[config.mk]
export PLATFORM = sky130hd
export DESIGN_NAME = bank_sram_ctrl
export DESIGN_NICKNAME = d
export VERILOG_FILES = /design/src/rtl/bank_sram_ctrl.sv
export SDC_FILE = /design/constraint.sdc
export NUM_CORES = 1
export LEC_CHECK = 0
export ABC_AREA = 1
export BUFFER_PORTS_ARGS = -buffer_cell sky130_fd_sc_hd__buf_4
export CAP_MARGIN = 25
export CORE_AREA = 2 2 325 327
export DETAILED_ROUTE_END_ITERATION = 16
export DIE_AREA = 0 0 327 329
export GPL_TIMING_DRIVEN = 0
export PLACE_DENSITY = 0.43
export SYNTH_ARGS = -nofsm -noshare
export SYNTH_HDL_FRONTEND = slang
export SYNTH_SLANG_ARGS = --single-unit
[constraint.sdc]
create_clock -name clk_i -period 13.6 [get_ports clk_i]
set_clock_uncertainty 0.2 [all_clocks]
set_input_delay 1.36 -clock clk_i [delete_from_list [all_inputs] [get_ports clk_i]]
set_output_delay 1.36 -clock clk_i [all_outputs]
set_load 0.005 [all_outputs]
[src/rtl/bank_sram_ctrl.sv]
// Bank SRAM controller: executes one issue-queue request at a time against the
// bank data SRAM (buffered write, read, read with linefill, dirty write-back),
// returns responses to the crossbar channel and pushes write-back beats to the BIU.
`timescale 1ns/1ps
module bank_sram_ctrl #(
  parameter int DATA_WIDTH = 128
) (
  input  logic                  clk_i,
  input  logic                  rst_i,
  input  logic                  iq_sc_valid_i,
  output logic                  iq_sc_ready_o,
  input  logic [1:0]            iq_sc_channel_id_i,
  input  logic [2:0]            iq_sc_opcode_i,
  input  logic [6:0]            iq_sc_set_way_offset_i,
  input  logic [7:0]            iq_sc_wbuffer_id_i,
  input  logic [2:0]            iq_sc_xbar_rob_num_i,
  input  logic [1:0]            iq_sc_cacheline_state_offset0_i,
  input  logic [1:0]            iq_sc_cacheline_state_offset1_i,
  output logic                  sc_wbuf_ren_o,
  output logic [7:0]            sc_wbuf_rid_o,
  input  logic [DATA_WIDTH-1:0] wbuf_sc_rdata_i,
  output logic                  sc_lfb_ren_o,
  output logic [7:0]            sc_lfb_rid_o,
  input  logic [DATA_WIDTH-1:0] lfb_sc_rdata_i,
  output logic                  sram_cen_o,
  output logic                  sram_wen_o,
  output logic [6:0]            sram_addr_o,
  output logic [DATA_WIDTH-1:0] sram_wdata_o,
  input  logic [DATA_WIDTH-1:0] sram_rdata_i,
  output logic [2:0]            sc_ch_valid_o,
  input  logic [2:0]            sc_ch_ready_i,
  output logic [2:0]            sc_ch_rob_num_o,
  output logic                  sc_ch_is_write_o,
  output logic [DATA_WIDTH-1:0] sc_ch_rdata_o,
  output logic                  sc_biu_wvalid_o,
  input  logic                  biu_sc_wready_i,
  output logic [6:0]            sc_biu_waddr_o,
  output logic [DATA_WIDTH-1:0] sc_biu_wdata_o
);

  typedef enum logic [2:0] {
    IDLE, BUF_RD, SRAM_WR, SRAM_RD, CAP, CH_RSP, WB_CHK, BIU_SEND
  } state_t;

  localparam logic [1:0] OP_WRITE = 2'd0;
  localparam logic [1:0] OP_READ  = 2'd1;
  localparam logic [1:0] OP_FILL  = 2'd2;
  localparam logic [1:0] OP_WB    = 2'd3;
  localparam logic [1:0] NO_CHAN  = 2'd3;

  state_t                  state_reg;
  logic [1:0]              op_reg;
  logic [1:0]              ch_reg;
  logic [6:0]              addr_reg;
  logic [2:0]              rob_reg;
  logic [1:0]              mask_reg;
  logic                    idx_reg;
  logic [DATA_WIDTH-1:0]   data_reg;

  logic                    wb_sel;
  logic                    rsp_fire;
  logic                    unused_opcode_msb;

  // Opcode bit 2 is reserved; it is deliberately dropped.
  assign unused_opcode_msb = iq_sc_opcode_i[2];

  // Lowest dirty offset first: pick offset 1 only when offset 0 is clean.
  assign wb_sel   = ~mask_reg[0];
  assign rsp_fire = |(sc_ch_valid_o & sc_ch_ready_i);

  assign iq_sc_ready_o = (state_reg == IDLE);

  // Buffer data arrives the cycle after the read enable, i.e. during SRAM_WR.
  assign sram_wdata_o = (state_reg != SRAM_WR) ? '0 :
                        (op_reg == OP_FILL) ? lfb_sc_rdata_i : wbuf_sc_rdata_i;

  // Response / beat data is zero whenever it is not being presented.
  assign sc_ch_rdata_o  = (state_reg == CH_RSP && !sc_ch_is_write_o) ? data_reg : '0;
  assign sc_biu_wdata_o = (state_reg == BIU_SEND) ? data_reg : '0;

  // Request sequencing FSM with registered strobes and handshake outputs.
  always_ff @(posedge clk_i or posedge rst_i) begin
    if (rst_i) begin
      state_reg        <= IDLE;
      op_reg           <= '0;
      ch_reg           <= '0;
      addr_reg         <= '0;
      rob_reg          <= '0;
      mask_reg         <= '0;
      idx_reg          <= 1'b0;
      data_reg         <= '0;
      sc_wbuf_ren_o    <= 1'b0;
      sc_wbuf_rid_o    <= '0;
      sc_lfb_ren_o     <= 1'b0;
      sc_lfb_rid_o     <= '0;
      sram_cen_o       <= 1'b0;
      sram_wen_o       <= 1'b0;
      sram_addr_o      <= '0;
      sc_ch_valid_o    <= '0;
      sc_ch_rob_num_o  <= '0;
      sc_ch_is_write_o <= 1'b0;
      sc_biu_wvalid_o  <= 1'b0;
      sc_biu_waddr_o   <= '0;
    end else begin
      // Single-cycle strobes default low.
      sc_wbuf_ren_o <= 1'b0;
      sc_lfb_ren_o  <= 1'b0;
      sram_cen_o    <= 1'b0;
      sram_wen_o    <= 1'b0;
      case (state_reg)
        IDLE: begin
          if (iq_sc_valid_i) begin
            op_reg   <= iq_sc_opcode_i[1:0];
            ch_reg   <= iq_sc_channel_id_i;
            addr_reg <= iq_sc_set_way_offset_i;
            rob_reg  <= iq_sc_xbar_rob_num_i;
            mask_reg <= {iq_sc_cacheline_state_offset1_i == 2'b11,
                         iq_sc_cacheline_state_offset0_i == 2'b11};
            unique case (iq_sc_opcode_i[1:0])
              OP_WRITE: begin
                sc_wbuf_ren_o <= 1'b1;
                sc_wbuf_rid_o <= iq_sc_wbuffer_id_i;
                state_reg     <= BUF_RD;
              end
              OP_FILL: begin
                sc_lfb_ren_o <= 1'b1;
                sc_lfb_rid_o <= iq_sc_wbuffer_id_i;
                state_reg    <= BUF_RD;
              end
              OP_READ: begin
                sram_cen_o  <= 1'b1;
                sram_addr_o <= iq_sc_set_way_offset_i;
                state_reg   <= SRAM_RD;
              end
              OP_WB: state_reg <= WB_CHK;
            endcase
          end
        end
        BUF_RD: begin
          sram_cen_o  <= 1'b1;
          sram_wen_o  <= 1'b1;
          sram_addr_o <= addr_reg;
          state_reg   <= SRAM_WR;
        end
        SRAM_WR: begin
          if (op_reg == OP_FILL) data_reg <= lfb_sc_rdata_i;
          if (ch_reg == NO_CHAN) begin
            state_reg <= IDLE;
          end else begin
            sc_ch_valid_o    <= 3'b001 << ch_reg;
            sc_ch_rob_num_o  <= rob_reg;
            sc_ch_is_write_o <= (op_reg == OP_WRITE);
            state_reg        <= CH_RSP;
          end
        end
        SRAM_RD: state_reg <= CAP;
        CAP: begin
          data_reg <= sram_rdata_i;
          if (op_reg == OP_WB) begin
            sc_biu_wvalid_o <= 1'b1;
            sc_biu_waddr_o  <= {addr_reg[6:1], idx_reg};
            state_reg       <= BIU_SEND;
          end else if (ch_reg == NO_CHAN) begin
            state_reg <= IDLE;
          end else begin
            sc_ch_valid_o    <= 3'b001 << ch_reg;
            sc_ch_rob_num_o  <= rob_reg;
            sc_ch_is_write_o <= 1'b0;
            state_reg        <= CH_RSP;
          end
        end
        CH_RSP: begin
          if (rsp_fire) begin
            sc_ch_valid_o    <= '0;
            sc_ch_rob_num_o  <= '0;
            sc_ch_is_write_o <= 1'b0;
            state_reg        <= IDLE;
          end
        end
        WB_CHK: begin
          if (mask_reg == 2'b00) begin
            state_reg <= IDLE;
          end else begin
            idx_reg     <= wb_sel;
            sram_cen_o  <= 1'b1;
            sram_addr_o <= {addr_reg[6:1], wb_sel};
            state_reg   <= SRAM_RD;
          end
        end
        BIU_SEND: begin
          if (biu_sc_wready_i) begin
            sc_biu_wvalid_o   <= 1'b0;
            sc_biu_waddr_o    <= '0;
            mask_reg[idx_reg] <= 1'b0;
            state_reg         <= WB_CHK;
          end
        end
        default: state_reg <= IDLE;
      endcase
    end
  end

endmodule
# ---- Yosys cells after proc, flatten, opt, wreduce, memory -nomap -nowiden
# Index checks and enable logic that the tools add are counted.
dict set report classes {
  magnitude_cmp 2
  n_eq_ne 26
  shift 1
  muxes 51
  n_bitwise 5
  n_reduce_logical 25
}
# op n
set op_table {}
lappend op_table {{128-bit 2-to-1 mux} 5}
lappend op_table {{128-bit one-hot mux with 2 select lines} 1}
lappend op_table {{7-bit 2-to-1 mux} 5}
lappend op_table {{3-bit 2-to-1 mux} 9}
lappend op_table {{3-bit one-hot mux with 3 select lines} 3}
lappend op_table {{3-bit one-hot mux with 8 select lines} 1}
lappend op_table {{7-bit one-hot mux with 3 select lines} 1}
lappend op_table {{2-bit != test (second input constant)} 9}
lappend op_table {{3-bit AND reduction} 6}
lappend op_table {{1-bit 2-to-1 mux} 17}
lappend op_table {{2-bit equality test (second input constant)} 7}
lappend op_table {{7-bit one-hot mux with 2 select lines} 1}
lappend op_table {{3-bit equality test (second input constant)} 4}
lappend op_table {{3-bit by 2-bit equality test with 1-bit output (second input constant)} 2}
lappend op_table {{2-bit zero test} 3}
lappend op_table {{2-bit 2-to-1 mux} 3}
lappend op_table {{1-bit one-hot mux with 3 select lines} 2}
lappend op_table {{2-bit AND reduction} 3}
lappend op_table {{2-bit nonzero test} 3}
lappend op_table {{3-bit nonzero test} 2}
lappend op_table {{5-bit AND reduction} 1}
lappend op_table {{2-bit one-hot mux with 2 select lines} 1}
lappend op_table {{4-bit AND reduction} 1}
lappend op_table {{3-bit AND} 1}
lappend op_table {{17 further kinds} 19}
dict set report word_totals {
  register_bits 190
  inputBits 418
}

# ---- Depth between registers and ports, before layout
# Gate-level depths: netlist (run 1).
dict set report depth {
  ltp_word 8
  mapped_depth 10
}

# ---- Least setup slack after synthesis (run 1)
# No wires, ideal clock.
dict set report synth_timing {
  path_kind {in2out}
  start {input lfb_sc_rdata_i[100]}
  end {output sram_wdata_o[100]}
  t_arrival_ps 1567
  slack_ps 10473
  stages 2
  n_path_buf 0
  path_cell_list {nand2_1 > a21oi_1}
}
dict set report synth_via {
  elab_chain_len 2
}
# element line
set synth_rtl {}
lappend synth_rtl {{start, declared} 24} ;# input logic [DATA_WIDTH-1:0] lfb_sc_rdata_i,
lappend synth_rtl {{128-bit 2-to-1 mux} 75} ;# (op_reg == OP_FILL) ? lfb_sc_rdata_i : wbuf_sc_rdata_i;
lappend synth_rtl {{128-bit 2-to-1 mux} 74} ;# assign sram_wdata_o = (state_reg != SRAM_WR) ? '0 :
lappend synth_rtl {{end, declared} 28} ;# output logic [DATA_WIDTH-1:0] sram_wdata_o,
# No other way between the ends.

# ---- Worst setup path after layout (run 1)
dict set report layout_timing {
  start {register state_reg[2]}
  end {output sc_biu_wdata_o[40]}
}
dict set report layout_via {
  elab_chain_len 2
}
# element line
set layout_rtl {}
lappend layout_rtl {{start, declared} 51} ;# state_t state_reg;
lappend layout_rtl {{start signal, assigned} 84} ;# state_reg <= IDLE;
lappend layout_rtl {{start signal, assigned} 123} ;# state_reg <= BUF_RD;
lappend layout_rtl {{start signal, assigned} 128} ;# state_reg <= BUF_RD;
lappend layout_rtl {{3-bit equality test} 79} ;# assign sc_biu_wdata_o = (state_reg == BIU_SEND) ? data_reg : '0;
lappend layout_rtl {{128-bit 2-to-1 mux} 79}
lappend layout_rtl {{end, declared} 38} ;# output logic [DATA_WIDTH-1:0] sc_biu_wdata_o
# No other way between the ends.

==> impl_metrics.toml, run 1 <==
[clock_network]
cts_tree = "yes"
root_buffer = "clkbuf_16"
clk_latency_ns = 0.50
cts_sinks = 190
cts.repair.resized = 0
htree_levels = 4
post_cts_buffers = 0
clockBufferDepth = 2
hold_buffers = 0
clkTransAtPathRegs_ns = 0.09
numCtsBuffers = 17

[critical_path]
cp.required_ns = 12.04
worstSetupStartpointType = "register"
cp_slowest_cell = "clkbuf_1"
critical_path_peak_fanout = 11
cp.arrival_ns = 3.18
cp_top_family = "buffers and inverters"
cpPeakStageDelay_ns = 0.81
worstSetupEndpointType = "output pin"
rr_startpoint = "op_reg[1]"
crit_start = "state_reg[2]"
worst-path-buf-inv = 4
crit_chain = "buf_2, nand3_1, clkbuf_2, clkbuf_1, nor2_1, buf_4"
critical_path_class = "register to output pin"

[cells_and_area]
drive_gt1_share_pct = 34.0
largest_register_ffs = 128
syn_to_final_growth_pct = 71.8
nets = 3288
fillers = 12100

[timing]
finalSetupTns_ns = 0
worstMarginPinSlew_ns = 1.13
finalCritPeriodShare_pct = 34.9
min_period_ns = 4.74
setup_viol = 0
max_freq_mhz = 211
finalHoldViolCount = 0
rsz0062_at_grt = "false"
maxSlewHeadroom_pct = 24.7
whs_ns = 0.279
finalMaxSlewViolations = 0

[die]
dieWidth_um = 327
core_area_um2 = 104000
dieArea_um2 = 108000
pin_count = 845
initial_core_util_pct = 11.7
rows = 119
die_h_um = 329

[pwr]
power.density_nw_per_um2 = 64.5
power.leakage_nw = 11.4
finalPower_w = 0.00135
peakVddDrop_mv = 0.0666

[min_path]
hold_path_class = "register to register"
min_from = "rob_reg[0]"

[routing]
wl_per_cell_um = 20.4
drtIter0Drc = 947
post-route-drc-count = 0
firstDrtPassIters = 5
drt_wl_total_um = 87400
vias = 16200
ant_nets = 0
viasPerCell = 3.80

[placed_design]
place.gp.congestion = 0.921
port_buffers = 843
dpl.hpwl_um = 72300

[synth]
synth_fp_nets = 2424
ys_types = 24
syn_avg_cell_area_um2 = 6.10
synth_warnings = 0
ys_ff_latch = 190
ys_seq_area_share_pct = 38.9
netlist_area_um2 = 12200
synth_cells = 2006

[global_routing]
grt_pass1_wl_um = 119000
grt_max_degree = 106
first_global_vias = 15900
grtUsageTotal_pct = 15.6
grt-ovfl-total = 0
grt_antenna_before_repair = 6

[flow_run]
cap_violations = 0

[status]
status = "complete, no violations"
-- layout make-up --
class                   instances  area (um^2)  area share, %
inverters                     177          672           3.20
well taps                    1391         1740           8.29
multi-input cells            1506         6190           29.5
clock buffers                  17          425           2.03
flip-flops and latches        190         4750           22.6
repair buffers                845         6370           30.3
clock inverters                15          216           1.03
diodes                          5         12.5         0.0596
plain buffers                 133          621           2.95
-- worst register-to-register path: stages (launching register included) --
cell and delay [ns]:
dfrtp_1 0.35, inv_1 0.07, nor2_1 0.24, inv_1 0.14
o21ai_2 0.21, buf_2 0.59, buf_2 0.46, nand2_1 0.12
o21ai_0 0.09
-- where the power goes --
group | switching [W] | internal [W]
registers | 0.00000248 | 0.000568
logic | 0.000110 | 0.000101
clock network | 0.000303 | 0.000270
-- layout by cell type (no fill, tap or decap), types with 17 or more instances in the layout --
master / instances
nand2_1: 892
buf_4: 848
nor2_1: 264
dfrtp_1: 190
inv_1: 173
a21oi_1: 130
o21ai_1: 122
buf_2: 80
o21ai_0: 46
clkbuf_1: 39
nand3_1: 33
clkbuf_16: 17
-- final timing paths --
path / to / slack [ns] / cells after the start
worst max register to register: data_reg[119] / 11.08 / 8
max in group asynchronous: data_reg[14] / 11.38 / 3
min in group asynchronous: data_reg[60] / 0.70 / 2
worst min-delay path: rob_reg[0] / 0.28 / 2
worst max-delay path: sc_biu_wdata_o[40] / 8.86 / 6
worst min register to register: rob_reg[0] / 0.28 / 2
-- metrics by stage --
| step | instance area (um^2) | utilization (%) | std cells | setup WS [ns] |
|---|---|---|---|---|
| floorplan | 12200 | - | 2006 | 6.87 |
| global placement | 20300 | 19.4 | 4240 | 3.57 |
| detailed placement | 20300 | 19.5 | 4242 | 9.28 |
| CTS | 21000 | 20.1 | 4274 | 8.67 |
| global route | 21000 | 20.1 | 4275 | 8.66 |
| finish | 21000 | 20.1 | 4279 | 8.86 |
-- metal layers --
| layer | part of all wire [%] | vias up | wire, um | global-route usage [%] |
|---|---|---|---|---|
| met5 | 0.015 | - | 13 | 0 |
| met4 | 1.7 | 2 | 1450 | 3.60 |
| met3 | 7.0 | 66 | 6160 | 3.81 |
| met2 | 48 | 617 | 42300 | 26.3 |
| met1 | 43 | 7708 | 37500 | 19.9 |
| li1 | - | 7856 | - | - |
-- synthesized netlist by cell type --
cell type | number | share of area [%]
inv_1 | 174 | 5.3
nand4_1 | 2 | 0.10
dfrtp_1 | 190 | 39
nand3_4 | 3 | 0.43
a21oi_1 | 130 | 5.3
nand2_1 | 892 | 27
clkbuf_1 | 41 | 1.3
nand2_2 | 3 | 0.15
a22oi_1 | 1 | 0.061
nor2_1 | 264 | 8.1
buf_1 | 7 | 0.21
or2_1 | 1 | 0.051
buf_2 | 80 | 3.3
nor2_4 | 3 | 0.28
nand3_2 | 2 | 0.16
o21ai_0 | 46 | 1.9
o21ai_1 | 122 | 5.0
nand3b_1 | 1 | 0.061
nand3_1 | 33 | 1.4
and3_1 | 1 | 0.051
nor2_8 | 1 | 0.16
o21ai_2 | 1 | 0.072
inv_2 | 3 | 0.092
buf_4 | 5 | 0.31
-- logic make-up (layout without fill, tap and decap cells) --
group | Yosys count | after routing | synth area share [%]
compound gates | 300 | 300 | 12.3
buf+inv | 310 | 1187 | 10.5
flops | 190 | 190 | 38.9
other cells | 0 | 5 | 0
simple gates | 1206 | 1206 | 38.3
No activity file was read; power rests on OpenSTA's default activity.
==> run 2, diff against run 1 <==
Settings changed: CORE_AREA 2 2 325 327 to 2 2 327 329, DIE_AREA 0 0 327 329 to 0 0 329 331.
Clock period 13.6 ns to 4.37 ns, I/O delays scaled along.
==> run 2 against run 1 <==
Effect of this change: setup slack got worse by 8.2 ns; total power increased to 3.2 times the previous value; first-iteration DRC count increased by 3.6%; via count increased by 3.6%; combinational power increased to 3.6 times the previous value; cell count increased by 2.9%; sequential share of layout area decreased by 1.4 points; core utilization increased by 1.2 points; non-clock buffer count increased by 131; die area increased by 1.2%; largest power group unchanged.
==> impl_metrics.toml, run 2 (synthesis results as in run 1) <==
[clock_network]
cts_sinks = 190
cts.repair.resized = 0
cts_tree = "yes"
htree_levels = 4
clkTransAtPathRegs_ns = 0.09
numCtsBuffers = 17
clockBufferDepth = 2
root_buffer = "clkbuf_16"
clk_latency_ns = 0.51

[die]
dieWidth_um = 329
dieArea_um2 = 109000
pin_count = 845
die_h_um = 331
initial_core_util_pct = 11.6
core_area_um2 = 105000
rows = 119

[cells_and_area]
syn_to_final_growth_pct = 82.7
final_common_cell = "nand2_1"
final_cell_mix = "nand2_1 (892), buf_4 (848), nor2_1 (264)"
nets = 3419
largest_register_ffs = 128
drive_gt1_share_pct = 32.7
antenna-diode-count = 0
regArea_um2 = 4750
fin_area_um2 = 22300
multi_input_area_um2 = 6190
fillers = 12100

[pwr]
seq_power_share_pct = 41.1
intPower_w = 0.00297
power.density_nw_per_um2 = 194
p_clk_share_pct = 41.4
power.leakage_nw = 12.0
switching_power_w = 0.00136
switching_share_pct = 31.4
peakVddDrop_mv = 0.204
pwr-share-comb_pct = 17.5

[global_routing]
grt_max_degree = 38
first_global_vias = 16600
grt_antenna_before_repair = 9
grtUsageTotal_pct = 15.5
grt_pass1_wl_um = 120000
grt-ovfl-total = 0

[routing]
ant_nets = 0
viasPerCell = 3.82
firstDrtPassIters = 5
vias = 16800
wl_per_cell_um = 20.1
drt_wl_total_um = 88600
post-route-drc-count = 0
drtIter0Drc = 981

[timing]
finalCritPeriodShare_pct = 85.7
setup_viol = 0
finalMaxSlewViolations = 0
whs_ns = 0.0574
rsz0062_at_grt = "false"
min_period_ns = 3.75
maxSlewHeadroom_pct = 33.5
worstMarginPinSlew_ns = 0.997
max_freq_mhz = 267
finalHoldViolCount = 0

[critical_path]
cp.arrival_ns = 3.11
critical_path_peak_fanout = 10
cp.required_ns = 3.73
critical_path_class = "register to output pin"
worstSetupStartpointType = "register"
worstSetupEndpointType = "output pin"

[placed_design]
postPlaceCellArea_um2 = 20400
place.gp.congestion = 0.898
port_buffers = 843
dpl.hpwl_um = 73500

[min_path]
hold_path_class = "input port to register"

[status]
status = "complete, no violations"

[flow_run]
cap_violations = 0
-- run 2: cell count changes in the layout (fill, tap and decap cells not counted), sizes merged --
cell / before / now
dlygate4sd3: 0 / 126
buf: 937 / 942
diode: 5 / 0
clkinv: 8 / 4
inv: 183 / 187
bufinv: 1 / 0
clkinvlp: 0 / 1
-- run 2: through the flow --
step | utilization [%] | instances | power (W) | setup slack, ns | TNS (ns)
after floorplan | - | 2006 | 0.00200 | 1.28 | 0
after global placement | 19.3 | 4240 | 0.00246 | -0.521 | -88.00
after detailed placement | 19.5 | 4247 | 0.00248 | 1.11 | 0
after CTS | 21.3 | 4405 | 0.00442 | 0.487 | 0
after global routing | 21.3 | 4405 | 0.00453 | 0.354 | 0
final | 21.3 | 4405 | 0.00432 | 0.624 | 0
-- run 2: path summary, 6_finish.rpt --
check | from | end | slack (ns) | depth (start not counted)
setup reg to reg | state_reg[1] | data_reg[98] | 1.58 | 9
min in group asynchronous | rst_i | data_reg[117] | 0.33 | 3
setup / recovery | op_reg[1] | sram_wdata_o[108] | 0.62 | 7
hold reg to reg | sc_biu_wvalid_o | sc_biu_wvalid_o | 0.29 | 2
max in group asynchronous | rst_i | data_reg[94] | 2.75 | 5
hold / removal | lfb_sc_rdata_i[13] | data_reg[13] | 0.06 | 5
-- run 2: power by group through the flow --
stage	clock network [W]	logic (W)	registers, W
after global placement	0	0.000652	0.00181
after global routing	0.00193	0.000821	0.00178
after CTS	0.00188	0.000764	0.00178
after floorplan	0	0.000191	0.00181
after detailed placement	0	0.000666	0.00181
final	0.00179	0.000756	0.00178
-- run 2: layer usage --
| metal | track usage, % | up-vias | wire [um] | part of all wire, % |
|---|---|---|---|---|
| met4 | 3.49 | 8 | 1480 | 1.7 |
| met5 | 0 | - | 51 | 0.058 |
| met2 | 26.1 | 655 | 42500 | 48 |
| met1 | 20.1 | 7995 | 38500 | 44 |
| met3 | 3.58 | 60 | 5980 | 6.8 |
| li1 | - | 8108 | - | - |
-- run 2: worst max-delay path: stages (launching register included) --
cell,delay (ns)
dfrtp_1,0.35
inv_1,0.07
nor2_1,0.25
buf_2,0.31
clkbuf_1,0.65
nand2_1,0.51
a21oi_1,0.28
buf_4,0.15
-- run 2: cell type report --
class	count	area share (%)
buffer	133	2.78
sequential	190	21.3
multi-input combinational	1506	27.7
tap	1391	7.79
clock buffer	17	1.90
timing repair buffer	976	34.6
clock inverter	15	0.935
inverter	177	2.99
-- run 2: what timing repair did --
item,CTS,global route
hold endpoints to repair,125,0
hold buffers,126,0
setup buffers,0,0
==> run 3, diff against run 2 <==
Settings changed: CTS_BUF_LIST set to sky130_fd_sc_hd__clkbuf_2.
==> run 3 against run 2 <==
Effect of this change: setup slack worse by 0.30 ns; cell count is 11% higher; routed wire length increased by 3.6%; flip-flop and latch count stayed put; core utilization increased by 4.2 points; critical path depth is 1 higher; first-iteration DRC count is 2.2% lower; clock power fell by 35%; final area up 20%; critical endpoint is now sram_wdata_o[111].
==> impl_metrics.toml, run 3 (synthesis results as in run 1) <==
[pwr]
power.leakage_nw = 13.5
peakVddDrop_mv = 0.142
power.density_nw_per_um2 = 147
finalPower_w = 0.00393

[clock_network]
cts_tree = "yes"
clockBufferDepth = 2
root_buffer = "clkbuf_2"
clkTransAtPathRegs_ns = 0.40
clk_latency_ns = 1.11
htree_levels = 4
cts_sinks = 190
numCtsBuffers = 17

[critical_path]
worstSetupEndpointType = "output pin"
cp.arrival_ns = 3.41
worstRegToRegCells = 10
worstSetupStartpointType = "register"
cp.required_ns = 3.73
critical_path_class = "register to output pin"
critical_path_peak_fanout = 10

[routing]
vias = 18800
post-route-drc-count = 0
wl_per_cell_um = 18.8
firstDrtPassIters = 5
drtIter0Drc = 959
drt_wl_total_um = 91700
ant_nets = 0
viasPerCell = 3.85

[global_routing]
grtUsageTotal_pct = 16.1
first_global_vias = 18900
grt_pass1_wl_um = 127000
grt-ovfl-total = 0
grt_max_degree = 38
grt_antenna_before_repair = 11

[cells_and_area]
multi_input_area_um2 = 6200
regArea_um2 = 4750
fillers = 11900
nets = 3888
utilization_pct = 25.5
final_common_cell = "nand2_1"
final_cell_mix = "nand2_1 (892), buf_4 (851), dlygate4sd3_1 (597)"
largest_register_ffs = 128
drive_gt1_share_pct = 28.7
syn_to_final_growth_pct = 119

[die]
core_area_um2 = 105000
initial_core_util_pct = 11.6
pin_count = 845
rows = 119
dieWidth_um = 329
die_h_um = 331
dieArea_um2 = 109000

[placed_design]
port_buffers = 843
dpl.hpwl_um = 73500
place.gp.congestion = 0.898

[status]
status = "complete, no violations"

[min_path]
hold_path_depth = 2
hold_path_class = "register to register"

[timing]
finalCritPeriodShare_pct = 92.7
worstMarginPinSlew_ns = 0.815
setup_viol = 0
min_period_ns = 4.05
rsz0062_at_grt = "true"
maxSlewHeadroom_pct = 45.7
max_freq_mhz = 247
finalHoldViolCount = 0
finalMaxSlewViolations = 0
whs_ns = 0.329

[flow_run]
cap_violations = 0
## run 3: critical path, stage by stage (launching register included)
cell	delay [ns]
dfrtp_1	0.47
inv_1	0.10
nor2_1	0.11
inv_1	0.12
clkbuf_2	0.26
buf_2	0.34
nand2_1	0.41
a21oi_1	0.32
buf_4	0.16
## run 3: power by group
part | internal, W | total [W] | switching, W
logic | 0.000588 | 0.000990 | 0.000402
clock network | 0.000239 | 0.00116 | 0.000918
registers | 0.00178 | 0.00179 | 0.00000870
## run 3: through the flow
stage                     setup slack (ns)  TNS (ns)  cell area (um^2)  cells
after CTS                         -0.00327  -0.00327             26700   4874
final                                0.320         0             26800   4880
after global placement              -0.521    -88.00             20300   4240
after global routing               -0.0241   -0.0458             26800   4876
after floorplan                       1.28         0             12200   2006
after detailed placement              1.11         0             20400   4247
## run 3: worst paths after layout
path	slack, ns	startpoint	to
max	0.32	op_reg[1]	sram_wdata_o[111]
min reg2reg	0.33	sc_biu_wvalid_o	sc_biu_wvalid_o
min in group asynchronous	0.37	rst_i	sc_ch_is_write_o
max in group asynchronous	2.43	rst_i	data_reg[126]
min	0.33	sc_biu_wvalid_o	sc_biu_wvalid_o
max reg2reg	0.82	state_reg[1]	data_reg[56]
## run 3: metal layers
layer	routed length [um]	track usage, %	part of all wire (%)	vias to the layer above
met5	43	0	0.047	-
met2	43800	27.1	48	668
met4	2360	5.14	2.6	6
met3	6120	3.29	6.7	74
li1	-	-	-	9046
met1	39400	20.6	43	8989
## run 3: what timing repair did
item / in CTS / in global routing
gates resized for setup: 14 / 15
setup endpoints to repair: 112 / 22
hold buffers: 597 / 0
hold endpoints to repair: 378 / 0
buffers inserted: 0 / 0
## run 3: final cells by class
type,count,share of cell area [%]
Clock inverter,15,0.781
Clock buffer,17,0.318
Sequential cell,190,17.8
Tap cell,1391,6.50
Timing Repair Buffer,1447,46.5
Antenna cell,6,0.0561
Buffer,131,2.43
Multi-Input combinational cell,1506,23.2
Inverter,177,2.50
